[src/rtl/jtcop_sec_bridge_if.sv]
`default_nettype none
// ============================================================================
// Module      : jtcop_sec_bridge_if
// Description : Bus bundle between the main-CPU security strobes, the MCU
//               register window and jtcop_sec_bridge.
// Revision    : 1.0 - initial release
// ============================================================================
interface jtcop_sec_bridge_if;
  // Main CPU side
  logic        main_wr;
  logic        main_rd;
  logic [15:0] main_din;
  logic [15:0] main_dout;
  logic        sec2;
  // MCU side
  logic [1:0]  mcu_addr;
  logic        mcu_we;
  logic        mcu_re;
  logic [7:0]  mcu_wdata;
  logic [7:0]  mcu_rdata;
  logic        mcu_int_n;
  logic        overrun;

  // Driver of the bridge (main decoder + MCU core, or a testbench)
  modport master (
    output main_wr, main_rd, main_din,
    output mcu_addr, mcu_we, mcu_re, mcu_wdata,
    input  main_dout, sec2, mcu_rdata, mcu_int_n, overrun
  );

  // The bridge itself
  modport slave (
    input  main_wr, main_rd, main_din,
    input  mcu_addr, mcu_we, mcu_re, mcu_wdata,
    output main_dout, sec2, mcu_rdata, mcu_int_n, overrun
  );
endinterface
`default_nettype wire

[src/rtl/jtcop_sec_bridge.sv]
`default_nettype none
// ============================================================================
// Module      : jtcop_sec_bridge
// Description : MCU-side end of the main-CPU security mailbox. Captures main
//               CPU commands for the MCU, and presents MCU responses back to
//               the main CPU on main_dout with the sec2 ready line.
//               Optional macro JTCOP_SEC_TIMEOUT_EN: abandons a response the
//               main CPU has not read within TIMEOUT cycles.
// Revision    : 1.0 - initial release
// ============================================================================
module jtcop_sec_bridge #(
  parameter int          GAP_W   = 2,
  parameter logic [23:0] TIMEOUT = 24'd4_000_000
) (
  input  wire logic          clk,
  input  wire logic          rst,
  jtcop_sec_bridge_if.slave  bus
);

  // Gap counter holds GAP_W-1 down to 0, so it needs clog2(GAP_W) bits
  localparam int c_GAP_CW = (GAP_W > 2) ? $clog2(GAP_W) : 1;
  localparam logic [c_GAP_CW-1:0] c_GAP_LOAD = c_GAP_CW'(GAP_W - 1);
  localparam logic [1:0] c_A_LO   = 2'd0;
  localparam logic [1:0] c_A_HI   = 2'd1;
  localparam logic [1:0] c_A_STAT = 2'd2;
  localparam logic [1:0] c_A_ACK  = 2'd3;

  typedef enum logic [1:0] {
    R_IDLE = 2'd0,
    R_PEND = 2'd1,
    R_GAP  = 2'd2
  } resp_state_t;

  // Strobe edge detection
  logic r_wr_d;
  logic r_rd_d;
  logic w_wr_edge;
  logic w_rd_edge;

  // Command / staging registers
  logic [15:0] r_cmd;
  logic [15:0] r_stage;
  logic        r_cmd_pending;
  logic        w_cmd_pending_nxt;
  logic        r_overrun;
  logic        r_int_n;
  logic [7:0]  r_rdata;

  // MCU strobe decode
  logic w_we;
  logic w_re;
  logic w_commit;
  logic w_ack;

  // Response FSM
  resp_state_t         r_state;
  resp_state_t         w_state_nxt;
  logic [15:0]         r_dout;
  logic [15:0]         w_dout_nxt;
  logic                r_sec2;
  logic                w_sec2_nxt;
  logic [c_GAP_CW-1:0] r_gap_cnt;
  logic [c_GAP_CW-1:0] w_gap_cnt_nxt;
  logic                w_resp_ovr;
  logic                w_resp_pending;
  logic                w_to_hit;

  assign w_wr_edge = bus.main_wr & ~r_wr_d;
  assign w_rd_edge = bus.main_rd & ~r_rd_d;

  // A simultaneous write and read is treated as a write only
  assign w_we     = bus.mcu_we;
  assign w_re     = bus.mcu_re & ~bus.mcu_we;
  assign w_commit = w_we & (bus.mcu_addr == c_A_STAT);
  assign w_ack    = w_we & (bus.mcu_addr == c_A_ACK);

  assign w_resp_pending = (r_state != R_IDLE);

  // A new command edge beats an ack landing in the same cycle
  assign w_cmd_pending_nxt = w_wr_edge ? 1'b1 : (w_ack ? 1'b0 : r_cmd_pending);

  // Delayed copies of the main strobes for 0->1 detection
  always_ff @(posedge clk) begin
    if (rst) begin
      r_wr_d <= 1'b0;
      r_rd_d <= 1'b0;
    end else begin
      r_wr_d <= bus.main_wr;
      r_rd_d <= bus.main_rd;
    end
  end

  // Command capture, pending/overrun flags and MCU interrupt
  always_ff @(posedge clk) begin
    if (rst) begin
      r_cmd         <= 16'h0000;
      r_cmd_pending <= 1'b0;
      r_overrun     <= 1'b0;
      r_int_n       <= 1'b1;
    end else begin
      if (w_wr_edge) begin
        r_cmd <= bus.main_din;
      end
      r_cmd_pending <= w_cmd_pending_nxt;
      // Interrupt follows the next pending value so it drops with the capture
      r_int_n       <= ~w_cmd_pending_nxt;
      // New error events take precedence over a clear in the same cycle
      if ((w_wr_edge & r_cmd_pending) | w_resp_ovr) begin
        r_overrun <= 1'b1;
      end else if (w_ack & bus.mcu_wdata[0]) begin
        r_overrun <= 1'b0;
      end
    end
  end

  // MCU staging writes and registered read-back
  always_ff @(posedge clk) begin
    if (rst) begin
      r_stage <= 16'h0000;
      r_rdata <= 8'hff;
    end else begin
      if (w_we && bus.mcu_addr == c_A_LO) begin
        r_stage[7:0] <= bus.mcu_wdata;
      end
      if (w_we && bus.mcu_addr == c_A_HI) begin
        r_stage[15:8] <= bus.mcu_wdata;
      end
      if (w_re) begin
        case (bus.mcu_addr)
          c_A_LO:   r_rdata <= r_cmd[7:0];
          c_A_HI:   r_rdata <= r_cmd[15:8];
          c_A_STAT: r_rdata <= {5'b0, r_overrun, w_resp_pending, r_cmd_pending};
          default:  r_rdata <= 8'hff;
        endcase
      end
    end
  end

`ifdef JTCOP_SEC_TIMEOUT_EN
  logic [23:0] r_to_cnt;

  assign w_to_hit = (r_state == R_PEND) && (r_to_cnt == TIMEOUT - 24'd1);

  // Read-timeout counter: counts only while staying in R_PEND
  always_ff @(posedge clk) begin
    if (rst) begin
      r_to_cnt <= 24'd0;
    end else if (r_state == R_PEND && w_state_nxt == R_PEND) begin
      r_to_cnt <= r_to_cnt + 24'd1;
    end else begin
      r_to_cnt <= 24'd0;
    end
  end
`else
  logic w_unused_timeout;
  assign w_unused_timeout = ^TIMEOUT;
  assign w_to_hit         = 1'b0;
`endif

  // Response FSM state and output registers
  always_ff @(posedge clk) begin
    if (rst) begin
      r_state   <= R_IDLE;
      r_dout    <= 16'h0000;
      r_sec2    <= 1'b0;
      r_gap_cnt <= '0;
    end else begin
      r_state   <= w_state_nxt;
      r_dout    <= w_dout_nxt;
      r_sec2    <= w_sec2_nxt;
      r_gap_cnt <= w_gap_cnt_nxt;
    end
  end

  // Response FSM next-state logic; a commit always outranks a main read
  always_comb begin
    w_state_nxt   = r_state;
    w_dout_nxt    = r_dout;
    w_sec2_nxt    = r_sec2;
    w_gap_cnt_nxt = r_gap_cnt;
    w_resp_ovr    = 1'b0;
    case (r_state)
      R_IDLE: begin
        if (w_commit) begin
          w_dout_nxt  = r_stage;
          w_sec2_nxt  = 1'b1;
          w_state_nxt = R_PEND;
        end
      end
      R_PEND: begin
        if (w_commit) begin
          // Unread response replaced: drop sec2 so a fresh edge follows
          w_dout_nxt    = r_stage;
          w_sec2_nxt    = 1'b0;
          w_resp_ovr    = 1'b1;
          w_gap_cnt_nxt = c_GAP_LOAD;
          w_state_nxt   = R_GAP;
        end else if (w_rd_edge) begin
          w_sec2_nxt  = 1'b0;
          w_state_nxt = R_IDLE;
        end else if (w_to_hit) begin
          w_sec2_nxt  = 1'b0;
          w_resp_ovr  = 1'b1;
          w_state_nxt = R_IDLE;
        end
      end
      R_GAP: begin
        if (w_commit) begin
          w_dout_nxt    = r_stage;
          w_gap_cnt_nxt = c_GAP_LOAD;
        end else if (r_gap_cnt == '0) begin
          w_sec2_nxt  = 1'b1;
          w_state_nxt = R_PEND;
        end else begin
          w_gap_cnt_nxt = r_gap_cnt - c_GAP_CW'(1);
        end
      end
      default: begin
        w_sec2_nxt  = 1'b0;
        w_state_nxt = R_IDLE;
      end
    endcase
  end

  assign bus.main_dout = r_dout;
  assign bus.sec2      = r_sec2;
  assign bus.mcu_rdata = r_rdata;
  assign bus.mcu_int_n = r_int_n;
  assign bus.overrun   = r_overrun;

endmodule
`default_nettype wire
[src/flat_wrapper.sv]
// flat-port wrapper written by rule: the top's interface ports become plain ports
module jtcop_sec_bridge_flat 
#(
  parameter int          GAP_W   = 2,
  parameter logic [23:0] TIMEOUT = 24'd4_000_000
)
  (clk, rst, bus_main_wr, bus_main_rd, bus_main_din, bus_mcu_addr, bus_mcu_we, bus_mcu_re, bus_mcu_wdata, bus_main_dout, bus_sec2, bus_mcu_rdata, bus_mcu_int_n, bus_overrun);
  jtcop_sec_bridge_if bus_i ();
  input  wire logic clk;
  input  wire logic rst;
  input wire logic [$bits(bus_i.main_wr)-1:0] bus_main_wr;
  input wire logic [$bits(bus_i.main_rd)-1:0] bus_main_rd;
  input wire logic [$bits(bus_i.main_din)-1:0] bus_main_din;
  input wire logic [$bits(bus_i.mcu_addr)-1:0] bus_mcu_addr;
  input wire logic [$bits(bus_i.mcu_we)-1:0] bus_mcu_we;
  input wire logic [$bits(bus_i.mcu_re)-1:0] bus_mcu_re;
  input wire logic [$bits(bus_i.mcu_wdata)-1:0] bus_mcu_wdata;
  output wire logic [$bits(bus_i.main_dout)-1:0] bus_main_dout;
  output wire logic [$bits(bus_i.sec2)-1:0] bus_sec2;
  output wire logic [$bits(bus_i.mcu_rdata)-1:0] bus_mcu_rdata;
  output wire logic [$bits(bus_i.mcu_int_n)-1:0] bus_mcu_int_n;
  output wire logic [$bits(bus_i.overrun)-1:0] bus_overrun;
  assign bus_i.main_wr = bus_main_wr;
  assign bus_i.main_rd = bus_main_rd;
  assign bus_i.main_din = bus_main_din;
  assign bus_i.mcu_addr = bus_mcu_addr;
  assign bus_i.mcu_we = bus_mcu_we;
  assign bus_i.mcu_re = bus_mcu_re;
  assign bus_i.mcu_wdata = bus_mcu_wdata;
  assign bus_main_dout = bus_i.main_dout;
  assign bus_sec2 = bus_i.sec2;
  assign bus_mcu_rdata = bus_i.mcu_rdata;
  assign bus_mcu_int_n = bus_i.mcu_int_n;
  assign bus_overrun = bus_i.overrun;
  jtcop_sec_bridge #(.GAP_W(GAP_W), .TIMEOUT(TIMEOUT)) u_core (.clk(clk), .rst(rst), .bus(bus_i));
endmodule
[config.mk]
export PLATFORM = sky130hd
export DESIGN_NAME = jtcop_sec_bridge_flat
export DESIGN_NICKNAME = d
export VERILOG_FILES = /design/src/rtl/jtcop_sec_bridge_if.sv /design/src/rtl/jtcop_sec_bridge.sv /design/src/flat_wrapper.sv
export SDC_FILE = /design/constraint.sdc
export NUM_CORES = 1
export LEC_CHECK = 0
export CAP_MARGIN = 20
export CORE_UTILIZATION = 40
export CTS_CLUSTER_SIZE = 24
export DETAILED_ROUTE_END_ITERATION = 7
export DONT_BUFFER_PORTS = 1
export GPL_TIMING_DRIVEN = 0
export PLACE_DENSITY = 0.56
export SETUP_SLACK_MARGIN = 0.4
export SYNTH_ARGS = -nofsm -noshare
export SYNTH_HDL_FRONTEND = slang
export SYNTH_SLANG_ARGS = --single-unit
[constraint.sdc]
create_clock -name clk -period 1.9 [get_ports clk]
set_input_delay 0.38 -clock clk [delete_from_list [all_inputs] [get_ports clk]]
set_output_delay 0.38 -clock clk [all_outputs]
set_load 0.05 [all_outputs]
==> results of run 1 <==
[through the flow]
step	setup WS [ns]	area, µm²
floorplan	0.678	2640
global placement	0.254	2740
detailed placement	0.265	2740
CTS	0.493	2960
global route	0.473	2960
finish	0.507	2960
[Yosys cell counts, types with 3 or more instances]
| master | instances |
|---|---|
| clkbuf_1 | 9 |
| nor2b_1 | 5 |
| a21oi_1 | 23 |
| o21ai_0 | 9 |
| buf_2 | 7 |
| mux2i_1 | 32 |
| nor2_1 | 20 |
| nand2_1 | 39 |
| or3_1 | 3 |
| dfxtp_1 | 65 |
| nor3_1 | 5 |
| nand2b_1 | 37 |
| a31oi_1 | 6 |
[kinds of logic (layout without fill, tap and decap cells)]
group	count (synthesis)	in the layout	share of synthesized area
flip-flops	65	65	0.493
AND/OR/NAND/NOR	121	121	0.237
multiplexers	34	34	0.130
buffers and inverters	18	34	0.0365
AO/OA/AOI/OAI	47	47	0.104
[final cells by class]
cell class,count,area [µm²],area share
plain buffers,18,96.3,0.0326
clock buffers,14,163,0.0550
flip-flops and latches,65,1300,0.440
clock inverters,2,60.1,0.0203
multi-input cells,202,1240,0.420
well taps,77,96.3,0.0326
[state kept, by name, indices dropped and copies added, names as in the netlist]
name                  count
u_core.bus.main_dout     16
u_core.bus.mcu_int_n      1
u_core.bus.mcu_rdata      8
u_core.bus.overrun        1
u_core.bus.sec2           1
u_core.r_cmd             16
u_core.r_cmd_pending      1
u_core.r_gap_cnt          1
u_core.r_rd_d             1
u_core.r_stage           16
u_core.r_state            2
u_core.r_wr_d             1
[final timing paths]
| check | slack [ns] | endpoint | startpoint |
|---|---|---|---|
| max reg2reg | 0.63 | u_core.r_state[0]$_SDFFE_PP0P_ | u_core.r_state[1]$_SDFFE_PP0P_ |
| min reg2reg | 0.45 | u_core.r_cmd[0]$_SDFFE_PP0P_ | u_core.r_cmd[0]$_SDFFE_PP0P_ |
| max | 0.51 | bus_overrun | u_core.bus.overrun$_SDFFE_PP0P_ |
| min | 0.18 | u_core.r_cmd[13]$_SDFFE_PP0P_ | bus_main_din[13] |
[layout by cell type (no fill, tap or decap)]
cell type | netlist | layout
a21oi_1 | 23 | 23
a21oi_4 | 1 | 1
a22oi_1 | 1 | 1
a2bb2oi_1 | 1 | 1
a31oi_1 | 6 | 6
and2b_1 | 2 | 2
and3b_1 | 1 | 1
buf_12 | 1 | 1
buf_2 | 7 | 7
buf_4 | 1 | 1
bufinv_16 | 0 | 2
clkbuf_1 | 9 | 12
clkbuf_8 | 0 | 11
dfxtp_1 | 65 | 65
mux2_2 | 2 | 2
mux2i_1 | 32 | 32
nand2_1 | 39 | 39
nand2b_1 | 37 | 37
nand3_1 | 2 | 2
nand3b_1 | 1 | 1
nand3b_4 | 1 | 1
nand4_1 | 1 | 1
nor2_1 | 20 | 20
nor2b_1 | 5 | 5
nor3_1 | 5 | 5
nor3b_1 | 2 | 2
o21ai_0 | 9 | 9
o21bai_1 | 1 | 1
o22ai_1 | 2 | 2
o2bb2ai_1 | 1 | 1
o31ai_1 | 2 | 2
or2_2 | 1 | 1
or2b_1 | 1 | 1
or3_1 | 3 | 3
[metal layers]
layer | vias up | global-route usage
li1 | 987 | -
met1 | 861 | 0.172
met2 | 52 | 0.268
met3 | 6 | 0.0895
met4 | 0 | 0.0517
met5 | - | 0
[power breakdown]
| part | internal, W | switching (W) | total [W] |
|---|---|---|---|
| combinational | 0.0000904 | 0.000106 | 0.000197 |
| sequential | 0.00142 | 0.000102 | 0.00152 |
| clock | 0.000813 | 0.000501 | 0.00131 |
| total | 0.00232 | 0.000710 | 0.00303 |
==> out/metrics.cfg, run 1 <==
[timing]
timing.setup.tns_ns=0
fmax_mhz=718
min_period_ns=1.39
slew_headroom=0.622
rsz0062_at_grt=no
hold_ws_ns=0.176
finalHoldViolations=0
clock_skew_ns=0.00459
finalSetupViolCount=0
tightestPinTransition_ns=0.566
fin_crit_sh=0.733
slew_violations=0

[cts]
post_cts_buffers=0
cts_tree=built
post_cts_resized=0
cts_max_level=3
clock_latency_ns=0.33
path_clk_slew_ns=0.07
clockBufferDepth=2
numCtsBuffers=9
hold_buffers=0
cts.sinks=65
root_buffer=clkbuf_8

[pwr]
power.total_w=0.00303
powerDensity_nw_per_um2=1030
leakage_nw=1.10
ir_drop_mv=0.570

[layout]
fin_util=0.466
drive_gt1_frac=0.0897
fillCellCount=661
fin_cells=378
n_antenna_cell=0
fin_nets=328
area_growth_pct=12.1

[detailed_routing]
totalWireLength_um=5290
top_layer=met4
vias_per_cell=5.04
drtIter0Drc=81
wl_met3_um=487
drtAntennaViolNets=0
met2_length_um=2510
drc=0
num_vias=1906
wire_per_inst_um=14.0
dr.pass1.iters=4
wl_met1_um=2230

[worst_hold_path]
hold_class=primary input to flop
min_path_cells=2

[placement]
hpwl_um=3890
portBuffers=0
placedCellCount=362
gp_congestion=0.796

[floorplan]
initial_core_util=0.416
io_pins=59
die_w_um=83.2
dieHeight_um=83.2
rows=29
core_um2=6350
fp.dieArea_um2=6930

[yosys]
yosysTopAreaCellShare=0.493
synth-async-reset-ratio=0
synth-edff-count=0
synth_area_leaders=dfxtp_1 49%, mux2i_1 12%, nand2b_1 8.8%
synth_warnings=0
yosys_register_bits=65
ys_seq_area_frac=0.493
synth_cells=285
syn_area_um2=2640
synth_ff_type=dfxtp_1
yosysTopAreaCell=dfxtp_1
avgSynthCellArea_um2=9.26
netlist-cell-type-count=32
syn_nets=317

[worst_setup_path]
cp_num_cells=0
crit_required_ns=1.52
worstPathArrival_ns=1.01
start_kind=flop
endpoint_kind=output port
ff2ff_path_depth=3
path_class=flop to output port
cp_max_fo=3

[grt]
grt_pass1_vias=1853
grt_use_total=0.161
grt_max_degree=11
grt-ovfl-total=0
grt_pass1_wl_um=8640
antenna_found_initial=0

[status]
status=finished clean

[flow_run]
drv_cap=0

Power figures use the tool's default switching activity.
==> run 2, diff against run 1 <==
--- a/config.mk
+++ b/config.mk
@@ -11,7 +11,7 @@
 export DETAILED_ROUTE_END_ITERATION = 7
 export DONT_BUFFER_PORTS = 1
 export GPL_TIMING_DRIVEN = 0
-export PLACE_DENSITY = 0.56
+export PLACE_DENSITY = 0.58
 export SETUP_SLACK_MARGIN = 0.4
 export SYNTH_ARGS = -nofsm -noshare
 export SYNTH_HDL_FRONTEND = slang
==> constraint.sdc (replaced) <==
create_clock -name clk -period 1.2 [get_ports clk]
set_input_delay 0.24 -clock clk [delete_from_list [all_inputs] [get_ports clk]]
set_output_delay 0.24 -clock clk [all_outputs]
set_load 0.05 [all_outputs]
==> out/metrics.cfg, run 2 (same netlist as run 1, synthesis figures left out) <==
[flow_run]
drv_cap=0

[cts]
hold_buffers=0
cts.sinks=65
cts_max_level=3
root_buffer=clkbuf_8
path_clk_slew_ns=0.07
cts_tree=built
clock_latency_ns=0.34
clockBufferDepth=2
numCtsBuffers=9

[placement]
place_ws_ns=-0.0224
hpwl_um=3980
gp_congestion=0.776
portBuffers=0
placedCellCount=362

[timing]
finalHoldViolations=0
timing.setup.tns_ns=0
slew_violations=0
hold_ws_ns=0.0221
tightestPinTransition_ns=0.348
clock_skew_ns=0.00700
min_period_ns=1.15
fmax_mhz=872
finalSetupViolCount=0
fin_crit_sh=0.956
final.setup.worst_slack_ns=0.0530
rsz0062_at_grt=yes
slew_headroom=0.768

[pwr]
leakage_nw=1.31
ir_drop_mv=0.715
powerDensity_nw_per_um2=1310
power.total_w=0.00457

[detailed_routing]
dr.pass1.iters=4
drtIter0Drc=79
totalWireLength_um=6170
num_vias=1979
vias_per_cell=5.10
wire_per_inst_um=15.9
drc=0
drtAntennaViolNets=0

[layout]
fin_cells=388
area_growth_pct=32.4
fillCellCount=563
layout_commonest_cell=nand2b_1
final_cell_mix=35 x nand2b_1, 32 x mux2i_1, 32 x dfxtp_1
drive_gt1_frac=0.395
fin_nets=339
n_antenna_cell=0

[worst_setup_path]
crit_required_ns=1.46
ff2ff_path_depth=4
reg2reg_slack_ns=0.05
worstPathArrival_ns=1.41
cp_max_fo=10
start_kind=flop
endpoint_kind=flop
path_class=flop to flop

[floorplan]
fp.dieArea_um2=6930
dieHeight_um=83.2
core_um2=6350
rows=29
io_pins=59
die_w_um=83.2
initial_core_util=0.416

[grt]
grt_pass1_wl_um=9910
grt_max_degree=11
grt_pass1_vias=1918
grt_use_total=0.185
antenna_found_initial=0
grt-ovfl-total=0

[worst_hold_path]
min_path_cells=2
hold_class=primary input to flop

[status]
status=finished clean

[run 2: final cells by class]
| type | instances | area [µm²] | area share |
|---|---|---|---|
| Timing Repair Buffer | 11 | 128 | 0.0365 |
| Tap cell | 77 | 96.3 | 0.0276 |
| Sequential cell | 65 | 1410 | 0.404 |
| Clock buffer | 12 | 165 | 0.0473 |
| Buffer | 18 | 208 | 0.0595 |
| Clock inverter | 3 | 15.0 | 0.00430 |
| Multi-Input combinational cell | 202 | 1470 | 0.420 |
[run 2: path summary, 6_finish.rpt]
check,to,start
max,u_core.bus.main_dout[6]$_SDFFE_PP0P_,u_core.r_state[1]$_SDFFE_PP0P_
max reg2reg,u_core.bus.main_dout[6]$_SDFFE_PP0P_,u_core.r_state[1]$_SDFFE_PP0P_
min,u_core.r_cmd[0]$_SDFFE_PP0P_,bus_main_din[0]
min reg2reg,u_core.r_cmd[15]$_SDFFE_PP0P_,u_core.r_cmd[15]$_SDFFE_PP0P_
[run 2: power by group]
group / internal (W) / switching [W]
sequential: 0.00221 / 0.000168
clock: 0.000897 / 0.000815
combinational: 0.000252 / 0.000228
[run 2: metrics by stage]
stage | cell area (µm²) | util
after floorplan | 2810 | -
after global placement | 2910 | 0.458
after detailed placement | 2910 | 0.458
after CTS | 3290 | 0.519
after global routing | 3490 | 0.550
final | 3490 | 0.550
[run 2: critical path, cell delays in order, from the launching register on]
cell and delay (ns):
dfxtp_4 0.36, buf_12 0.12, a21oi_4 0.20, buf_12 0.17, mux2i_1 0.21
[run 2: routing by layer]
layer	part of all wire	wire length, µm	vias up	track usage
met5	0	0	-	0
met2	0.42	2610	44	0.253
met4	0.021	131	0	0.103
li1	-	-	1001	-
met1	0.50	3080	921	0.251
met3	0.057	353	13	0.0656
[run 2: what timing repair did]
action,in CTS,in global routing
resized for setup,46,53
pin swaps,3,19
gates cloned,1,1
setup endpoints to repair,73,73
setup buffers,8,1
